--- config.mk ---
export PLATFORM = sky130hd
export DESIGN_NAME = ntt_stage_ctrl
export DESIGN_NICKNAME = d
export VERILOG_FILES = /design/src/rtl/ntt_stage_ctrl.sv
export SDC_FILE = /design/constraint.sdc
export NUM_CORES = 1
export LEC_CHECK = 0
export BUFFER_PORTS_ARGS = -buffer_cell sky130_fd_sc_hd__buf_2
export CAP_MARGIN = 10
export CORE_MARGIN = 2
export CORE_UTILIZATION = 62
export DETAILED_ROUTE_END_ITERATION = 10
export GPL_TIMING_DRIVEN = 0
export MAX_ROUTING_LAYER = met4
export PLACE_DENSITY = 0.84
export SYNTH_ARGS = -nofsm -noshare
export SYNTH_HDL_FRONTEND = slang
export SYNTH_SLANG_ARGS = --single-unit
--- constraint.sdc ---
create_clock -name clk -period 6.28 [get_ports clk]
set_input_delay 0.314 -clock clk [delete_from_list [all_inputs] [get_ports clk]]
set_output_delay 0.314 -clock clk [all_outputs]
set_load 0.05 [all_outputs]
--- src/rtl/ntt_stage_ctrl.sv ---
// ntt_stage_ctrl: radix-2 in-place NTT sequencer over Z/65537.
// Issues one butterfly per cycle, delays pairs to write-back, barriers stages.
module ntt_stage_ctrl #(
  parameter int LOGN    = 8,
  parameter int BF_LAT  = 4,
  parameter int STAGE_W = 4
) (
  input  logic               clk,
  input  logic               rst,
  input  logic               start,
  input  logic               hold,
  output logic               busy,
  output logic               done,
  output logic [STAGE_W-1:0] stage,
  output logic               rd_en,
  output logic [LOGN-1:0]    rd_addr_a,
  output logic [LOGN-1:0]    rd_addr_b,
  output logic [LOGN-2:0]    tw_idx,
  output logic               wr_en,
  output logic [LOGN-1:0]    wr_addr_a,
  output logic [LOGN-1:0]    wr_addr_b
);

  localparam int NH = 1 << (LOGN - 1);

  typedef enum logic [1:0] {
    ST_IDLE,
    ST_ISSUE,
    ST_DRAIN,
    ST_DONE
  } state_t;

  state_t st_q, st_d;

  logic [STAGE_W-1:0] s_q, s_d;
  logic [LOGN-2:0]    b_q, b_d;

  // Delay line: valid, last-of-stage marker and both addresses per slot.
  // Slot BF_LAT-1 is the oldest and drives the write-back port.
  logic [BF_LAT-1:0]           v_q, v_d;
  logic [BF_LAT-1:0]           l_q, l_d;
  logic [BF_LAT-1:0][LOGN-1:0] wa_q, wa_d;
  logic [BF_LAT-1:0][LOGN-1:0] wb_q, wb_d;

  logic [31:0]     sh;
  logic [LOGN-1:0] bx;
  logic [LOGN-1:0] half;
  logic [LOGN-1:0] lowm;
  logic [LOGN-1:0] ra;
  logic [LOGN-1:0] rb;
  logic [LOGN-2:0] tw;
  logic            issue;
  logic            b_last;
  logic            s_last;
  logic            w_last;

  // Butterfly address and twiddle index for the current (s, b).
  always_comb begin
    sh   = 32'(s_q);
    bx   = LOGN'(b_q);
    half = LOGN'(1) << sh;
    lowm = half - LOGN'(1);
    ra   = ((bx >> sh) << (sh + 32'd1))
         | (bx & lowm);
    rb   = ra + half;
    tw   = (LOGN-1)'((bx & lowm)
         << (32'(LOGN - 1) - sh));
  end

  // Issue qualification and end-of-sequence flags.
  always_comb begin
    issue  = (st_q == ST_ISSUE) && !hold;
    b_last = (b_q == (LOGN-1)'(NH - 1));
    s_last = (s_q == STAGE_W'(LOGN - 1));
    w_last = v_q[BF_LAT-1] & l_q[BF_LAT-1];
  end

  // Delay line shifts every cycle; hold only gates what enters it.
  always_comb begin
    v_d     = '0;
    l_d     = '0;
    wa_d    = '0;
    wb_d    = '0;
    v_d[0]  = issue;
    l_d[0]  = issue & b_last;
    wa_d[0] = issue ? ra : '0;
    wb_d[0] = issue ? rb : '0;
    for (int i = 1; i < BF_LAT; i++) begin
      v_d[i]  = v_q[i-1];
      l_d[i]  = l_q[i-1];
      wa_d[i] = wa_q[i-1];
      wb_d[i] = wb_q[i-1];
    end
  end

  // Stage sequencing; DRAIN exits on the stage's last write-back.
  always_comb begin
    st_d = st_q;
    s_d  = s_q;
    b_d  = b_q;
    unique case (st_q)
      ST_IDLE: begin
        if (start) begin
          st_d = ST_ISSUE;
          s_d  = '0;
          b_d  = '0;
        end
      end
      ST_ISSUE: begin
        if (!hold) begin
          b_d = b_q + (LOGN-1)'(1);
          if (b_last) begin
            st_d = ST_DRAIN;
          end
        end
      end
      ST_DRAIN: begin
        if (w_last) begin
          if (s_last) begin
            st_d = ST_DONE;
          end else begin
            st_d = ST_ISSUE;
            s_d  = s_q + STAGE_W'(1);
            b_d  = '0;
          end
        end
      end
      ST_DONE: begin
        st_d = ST_IDLE;
      end
      default: begin
        st_d = ST_IDLE;
      end
    endcase
  end

  // State, counters and delay line; reset discards in-flight writes.
  always_ff @(posedge clk) begin
    if (rst) begin
      st_q <= ST_IDLE;
      s_q  <= '0;
      b_q  <= '0;
      v_q  <= '0;
      l_q  <= '0;
      wa_q <= '0;
      wb_q <= '0;
    end else begin
      st_q <= st_d;
      s_q  <= s_d;
      b_q  <= b_d;
      v_q  <= v_d;
      l_q  <= l_d;
      wa_q <= wa_d;
      wb_q <= wb_d;
    end
  end

  // Output drive; read addresses are zero when no butterfly issues.
  always_comb begin
    busy      = (st_q != ST_IDLE);
    done      = (st_q == ST_DONE);
    stage     = s_q;
    rd_en     = issue;
    rd_addr_a = issue ? ra : '0;
    rd_addr_b = issue ? rb : '0;
    tw_idx    = issue ? tw : '0;
    wr_en     = v_q[BF_LAT-1];
    wr_addr_a = wa_q[BF_LAT-1];
    wr_addr_b = wb_q[BF_LAT-1];
  end

endmodule

# Word level (Yosys, flattened, before mapping)
# Index checks and enable logic that the tools add are counted.
[classes] eq_ne=10 n_mux=18 shift=4 addsub=6 n_reduce_logical=9 bitwise_logic=4
[ops] cell="7-bit two-way mux" count=5
[ops] cell="8-bit by 32-bit left shift with 7-bit output" count=1
[ops] cell="7-bit one-hot mux with 3 select lines" count=1
[ops] cell="8-bit two-way mux" count=2
[ops] cell="4-bit two-way mux" count=3
[ops] cell="2-bit two-way mux" count=5
[ops] cell="2-bit inequality test (second input constant)" count=5
[ops] cell="8-bit adder" count=1
[ops] cell="7-bit by 8-bit AND with 8-bit output" count=1
[ops] cell="8-bit OR" count=1
[ops] cell="2-bit one-hot mux with 4 select lines" count=1
[ops] cell="4-bit one-hot mux with 2 select lines" count=1
[ops] cell="4-bit AND reduction" count=2
[ops] cell="1-bit by 4-bit left shift with 8-bit output (first input constant)" count=1
[ops] cell="8-bit by 5-bit left shift with 8-bit output" count=1
[ops] cell="7-bit by 4-bit >> shifter with 8-bit output" count=1
[ops] cell="8-bit by 1-bit subtractor with 8-bit output (second input constant)" count=1
[ops] cell="7-bit by 1-bit adder with 7-bit output (second input constant)" count=1
[ops] cell="7-bit equality test (second input constant)" count=1
[ops] cell="4-bit by 1-bit adder with 5-bit output (second input constant)" count=1
[ops] cell="5-bit AND reduction" count=1
[ops] cell="3-bit by 4-bit subtractor with 5-bit output (first input constant)" count=1
[ops] cell="4-bit by 1-bit adder with 4-bit output (second input constant)" count=1
[ops] cell="2-bit equality test (second input constant)" count=2
[ops] cell="other kinds (8)" count=10
[word_totals] wordCells=64 out_inout_bits=47 reg_bits=85 in_bits=4

# Depth between registers and ports, before layout
# Gate-level depths: netlist of the first run.
[logic_depth] ltp_word=6 depth_mapped=19 mapped_depth_nobuf=15

# Worst setup path before layout of the first run
# Ideal clock, no wire load.
[synth_path] path_kind="reg-to-output" start="register s_q[0] (netlist: stage[0])" end="output tw_idx[2]" arrival_ns=4.805 path_buffers=2 path_stages_with_launch=11 required_ns=5.966 slack_ns=1.161 path_cell_list="dfxtp_1 -> buf_6 -> inv_2 -> clkbuf_1 -> ha_1 -> nand2_1 -> ha_1 -> xnor2_1 -> nor3b_1 -> o21ai_1 -> a2111oi_0"
[synth_via] elab_chain_cells=5 elab_cells_between_ends=6 cone_classes="2 x add/sub; 2 x shift; 1 x mux; 1 x bitwise"
[synth_lines] item="start: declaration" line_no="35" rtl="logic [STAGE_W-1:0] s_q, s_d;"
[synth_lines] item="start signal: assignment" line_no="141" rtl="s_q <= '0;"
[synth_lines] item="start signal: assignment" line_no="149" rtl="s_q <= s_d;"
[synth_lines] item="1-bit by 4-bit left shift with 8-bit output" line_no="61" rtl="half = LOGN'(1) << sh;"
[synth_lines] item="8-bit by 1-bit subtractor with 8-bit output" line_no="62" rtl="lowm = half - LOGN'(1);"
[synth_lines] item="7-bit by 8-bit AND with 8-bit output" line_no="66" rtl="tw = (LOGN-1)'((bx & lowm)"
[synth_lines] item="8-bit by 32-bit left shift with 7-bit output *" line_no="66"
[synth_lines] item="7-bit two-way mux *" line_no="166" rtl="tw_idx = issue ? tw : '0;"
[synth_lines] item="end: declaration" line_no="18" rtl="output logic [LOGN-2:0] tw_idx,"
# Every way passes the cells marked *; elsewhere a longest branch is shown, timed or not.

==> flow_summary_export.csv, run 1 <==
group,metric,value,unit
synthesis,synth_nets,485,
finish,area_growth_syn_to_layout,13.3,%
clock_tree,clockBufferDepth,2,
die,rows,30,
synthesis,avgSynthCellArea,9.07,µm²
worst_setup_path,worstSetupPathType,"flop to output port",
finish,nFillCells,512,
clock_tree,hold_buffers,0,
synthesis,ys_seq_elements,85,
grt,grt_pass1_wl,15500,µm
pwr,p_per_area,208,nW/µm²
placed_design,dpl.cell_count,594,
clock_tree,numCtsBuffers,9,
finish,layout_commonest_cell,"dfxtp_1",
routing,drc,0,
pwr,power.leakage,2.11,nW
pwr,p_switching,249,µW
worst_setup_path,start_kind,"flop",
finish,regArea,1700,µm²
synthesis,syn_inst,465,
worst_setup_path,critPathMaxFanout,11,
synthesis,seq_area_frac_synth,0.403,
die,fp.dieW,86.5,µm
finish,layout-drive-gt1-share,0.213,
pwr,power.share.clock,0.414,
pwr,swShare,0.250,
sta,fmax,183,MHz
clock_tree,htree_levels,3,
sta,min_period,5470,ps
grt,grt_antenna_before_repair,0,
routing,routed_wirelength,9560,µm
worst_setup_path,arrival,5160,ps
synthesis,yosysWarningCount,0,
sta,worstMarginPinSlew,812,ps
routing,drt_iter0_markers,176,
finish,diodes,0,
routing,routed_via_density,5.59,
placed_design,portBuffers,49,
finish,nets,545,
placed_design,dp_hpwl,6910,µm
worst_setup_path,r2r_end,"wb_d[15]",
worst_setup_path,critPathCapture,"rd_addr_b[7]",
worst_hold_path,min_path_type,"input pin to flop",
synthesis,ys.flop_type,"dfxtp_1",
worst_setup_path,required,5970,ps
clock_tree,clk_pin_slew,90,ps
pwr,intPower,746,µW
sta,finClkSkew,19.9,ps
die,core,6680,µm²
grt,grt_usage,0.275,
clock_tree,postCtsSetupBuffers,0,
grt,grt_pass1_vias,3176,
routing,vias,3409,
clock_tree,root_buffer,"clkbuf_8",
routing,drtAntennaViolNets,0,
die,die-area,7480,µm²
flow_run,cap_violations,0,
finish,multi_input_area,2130,µm²
worst_setup_path,crit_start,"stage[0]",
die,die_h,86.5,µm
grt,grt_max_degree,18,
grt,grt-ovfl-total,0,
routing,post_drt_wl_per_cell,15.7,µm
status,outcome,"completed",
pwr,ir_drop,0.114,mV
finish,fin_util,0.716,
synthesis,synth_edf_count,0,
sta,rsz0062_at_grt,"no",
sta,setup_viol,0,
routing,first_pass_iters,5,
clock_tree,clkLatencyLatePin,360,ps
sta,maxSlewHeadroom,0.459,
finish,layout_common_cells,"dfxtp_1 (85), nor2b_1 (67), buf_2 (52)",
worst_setup_path,reg2reg_from,"stage[0]",
worst_setup_path,rr_worst_depth,16,
worst_setup_path,r2r_slack,1760,ps
sta,hold_viol_final,0,
pwr,sequentialPowerShare,0.545,
placed_design,gp_congestion,0.977,
synthesis,netlist_area,4220,µm²
die,ios,51,
sta,tns,0,ps
synthesis,async_reset_ff_frac,0,
finish,final_cells,610,
sta,post-route-period-util,0.871,
synthesis,synth_cell_types,70,
clock_tree,cts.sinks,85,
sta,drv_slew,0,
pwr,pwr-share-comb,0.041,
worst_setup_path,cp-end-kind,"output port",
clock_tree,cts_resized,0,
clock_tree,cts_tree,"done",
die,start_util,0.631,
-- cells in the mapped netlist (8+ instances only) --
library cell / count / area (µm²)
clkbuf_1: 17 / 63.8
a21oi_1: 11 / 55.1
ha_1: 15 / 188
nor2b_1: 67 / 419
nand2_1: 19 / 71.3
inv_1: 20 / 75.1
nand2b_1: 8 / 50.1
dfxtp_1: 85 / 1700
and2_1: 10 / 62.6
nor2_1: 45 / 169
o21ai_0: 9 / 45.0
nor3_1: 13 / 65.1
buf_4: 18 / 135
-- registers in the layout (all words and copies together) (netlist names) --
name	cells
b_q	7
l_q	4
st_q	2
stage	4
v_q	4
wa_d	24
wb_d	24
wr_addr_a	8
wr_addr_b	8
-- layer usage --
layer,global-route usage,part of all wire,wire [µm],vias to the layer above
met3,0.0610,0.055,530,26
met5,-,0,0,-
met2,0.428,0.47,4510,117
li1,-,-,-,1669
met4,0.104,0.025,237,0
met1,0.352,0.45,4280,1597
-- cell type report --
type,instances,share of cell area
Clock inverter,7,0.0194
Sequential cell,85,0.356
Timing Repair Buffer,49,0.0513
Buffer,46,0.0639
Tap cell,80,0.0209
Inverter,23,0.0181
Multi-Input combinational cell,311,0.445
Clock buffer,9,0.0259
-- cells by family after synthesis --
kind of cell	Yosys count	share of synthesized area
muxes	16	0.0454
adders and majority gates	16	0.0492
buffers and inverters	69	0.0928
AOI/OAI and AO/OA	74	0.129
DFF	85	0.403
and+or+nand+nor	192	0.250
xor gates and xnor gates	13	0.0302
-- power groups by stage --
| stage | clock network (mW) | registers, mW | logic (mW) |
|---|---|---|---|
| floorplan | 0 | 0.555 | 0.0293 |
| global placement | 0 | 0.555 | 0.0391 |
| detailed placement | 0 | 0.555 | 0.0399 |
| CTS | 0.415 | 0.543 | 0.0402 |
| global route | 0.437 | 0.543 | 0.0440 |
| finish | 0.412 | 0.543 | 0.0403 |
-- critical path, cell delays in order (launching register included) --
cell      delay [ps]
dfxtp_1          440
buf_6            200
inv_2            100
clkbuf_1         410
ha_1             400
nand2_1          150
ha_1             330
nor2b_1           80
a31oi_1          380
inv_1             90
ha_1             280
a21o_1           180
a21oi_1          290
o21ai_0          150
o41ai_1          410
xnor3_1          440
nor2_1           110
buf_4            110
buf_2            240
-- through the flow --
| step | area [µm²] | hold slack [ps] | total power [mW] | worst slack [ps] |
|---|---|---|---|---|
| floorplan | 4220 | 414 | 0.584 | 1160 |
| global placement | 4560 | 415 | 0.594 | 1240 |
| CTS | 4780 | 282 | 0.998 | 850 |
| global route | 4780 | 288 | 1.02 | 410 |
| detailed placement | 4560 | 420 | 0.595 | 1320 |
| finish | 4780 | 296 | 0.995 | 809 |
-- worst min-delay path by stage --
stage,endpoint,cells after the start,slack (ps),start
detailed placement,wa_d[18],1,420,wa_d[10]
global route,st_q[1],3,290,hold
global placement,wr_addr_a[6],1,420,wa_d[30]
finish,st_q[1],3,300,hold
CTS,st_q[1],3,280,hold
floorplan,l_q[1],1,410,l_q[0]
Power figures use the tool's default switching activity.
==> run 2: changes to the inputs <==
REMOVE_ABC_BUFFERS = 1   (was unset)
==> run 2 against run 1 <==
  * Sequential cell count unchanged
  * Die area unchanged
  * Global-route usage decreased by 3.2 points
  * Critical path type unchanged
  * Worst setup slack got worse by 11 ps
  * Sequential power about the same
  * Non-clock buffer count decreased by 44
  * Via count decreased by 8.1%
==> flow_summary_export.csv, run 2 (synthesis gave the netlist of run 1 again) <==
group,metric,value,unit
status,outcome,"completed",
clock_tree,cts_resized,0,
finish,nets,501,
pwr,ir_drop,0.0942,mV
die,rows,30,
finish,area_growth_syn_to_layout,5.78,%
clock_tree,root_buffer,"clkbuf_8",
worst_setup_path,r2r_slack,1680,ps
sta,drv_slew,0,
sta,fmax,182,MHz
sta,min_period,5480,ps
clock_tree,htree_levels,3,
grt,grt_antenna_before_repair,0,
clock_tree,clk_pin_slew,80,ps
worst_setup_path,critPathTopFamily,"compound AO/OA/AOI/OAI gates",
die,die_h,86.5,µm
grt,grt_max_degree,72,
worst_setup_path,arrival,5170,ps
routing,drtAntennaViolNets,0,
routing,post_drt_wl_per_cell,14.7,µm
clock_tree,hold_buffers,0,
worst_setup_path,worstSetupPathType,"flop to output port",
die,ios,51,
sta,hold_viol_final,0,
die,fp.dieW,86.5,µm
pwr,fin_total_pwr,929,µW
sta,maxSlewHeadroom,0.343,
routing,first_pass_iters,4,
worst_setup_path,max_stage_delay,980,ps
sta,setup_viol,0,
finish,nFillCells,548,
routing,drt_iter0_markers,137,
worst_hold_path,min_path_type,"input pin to flop",
routing,routed_via_density,5.54,
clock_tree,cts.sinks,85,
worst_setup_path,critPathMaxFanout,26,
routing,drc,0,
routing,routed_wirelength,8340,µm
worst_setup_path,critical-path-slowest-cell,"dfxtp_1",
worst_setup_path,required,5970,ps
clock_tree,clockBufferDepth,2,
grt,grt_pass1_vias,2908,
sta,holdWs,301,ps
sta,post-route-period-util,0.873,
sta,rsz0062_at_grt,"no",
sta,worstMarginPinSlew,984,ps
clock_tree,numCtsBuffers,9,
die,die-area,7480,µm²
flow_run,cap_violations,0,
pwr,power.leakage,1.93,nW
worst_setup_path,start_kind,"flop",
placed_design,portBuffers,50,
sta,tns,0,ps
grt,grt_usage,0.243,
worst_setup_path,path_cells,"inv_2 > ha_1 > nor2b_1 > o21bai_1 > nand2_1 > xnor2_1 > a221oi_1 > inv_1 > ha_1 > nand2_1 > o21ai_0 > o41ai_1 > xnor3_1 > nor2_1 > buf_2",
clock_tree,cts_tree,"done",
die,start_util,0.631,
placed_design,dp_hpwl,5830,µm
finish,layout-drive-gt1-share,0.179,
finish,diodes,0,
finish,layout_commonest_cell,"dfxtp_1",
pwr,p_per_area,208,nW/µm²
finish,layout_common_cells,"dfxtp_1 (85), nor2b_1 (67), buf_2 (50)",
clock_tree,clkLatencyLatePin,360,ps
sta,finClkSkew,12.4,ps
clock_tree,postCtsSetupBuffers,0,
routing,vias,3134,
worst_setup_path,cp-end-kind,"output port",
grt,grt-ovfl-total,0,
worst_setup_path,critPathBufInv,3,
die,core,6680,µm²
finish,fin_util,0.668,
placed_design,gp_congestion,0.946,
grt,grt_pass1_wl,13800,µm
## run 2: changes by cell type in the layout (fill, tap and decap cells not counted), sizes merged
cell / previous run / this run
clkbuf: 28 / 9
buf: 76 / 51
clkinv: 1 / 2
bufinv: 1 / 0
## run 2: worst reg2reg max path: cells and delay by family, from the launching register on
| kind | cells | cell delay, ps |
|---|---|---|
| AO/OA/AOI/OAI | 4 | 1420 |
| flip-flops | 1 | 980 |
| adder cells (fa/ha/maj) | 2 | 670 |
| XOR/XNOR | 2 | 570 |
| AND/OR/NAND/NOR | 4 | 450 |
| buffers and inverters | 2 | 440 |
## run 2: final timing paths
kind / endpoint / start / depth (start not counted)
setup / recovery: rd_addr_b[7] / stage[0] / 15
hold / removal: st_q[1] / hold / 3
setup reg to reg: wb_d[15] / stage[0] / 14
hold reg to reg: wb_d[26] / wb_d[18] / 1
## run 2: layout make-up
cell class / count / area [µm²] / share of cell area
flip-flops and latches: 85 / 1700 / 0.381
well taps: 80 / 100 / 0.0224
clock buffers: 9 / 124 / 0.0278
clock inverters: 7 / 55.1 / 0.0123
multi-input cells: 311 / 2130 / 0.476
inverters: 23 / 86.3 / 0.0193
repair buffers: 51 / 270 / 0.0606
## run 2: per-layer routing
| layer | up-vias | GRT usage | share of wire | routed length, µm |
|---|---|---|---|---|
| met4 | 0 | 0.0938 | 0.020 | 165 |
| met5 | - | - | 0 | 0 |
| met1 | 1459 | 0.302 | 0.46 | 3820 |
| met3 | 16 | 0.0486 | 0.043 | 359 |
| met2 | 80 | 0.390 | 0.48 | 3990 |
| li1 | 1579 | - | - | - |
## run 2: report_power, final
part	internal, mW	switching, mW	total (mW)
registers	0.541	0.00291	0.544
clock network	0.148	0.202	0.350
logic	0.0108	0.0252	0.0360
## run 2: per-stage QoR
stage               setup WS, ps  std cells  cell area, µm²
finish                       798        566            4460
global route                 306        566            4460
CTS                          838        565            4440
detailed placement          1290        549            4260
global placement            1290        549            4260
floorplan                    938        419            3910
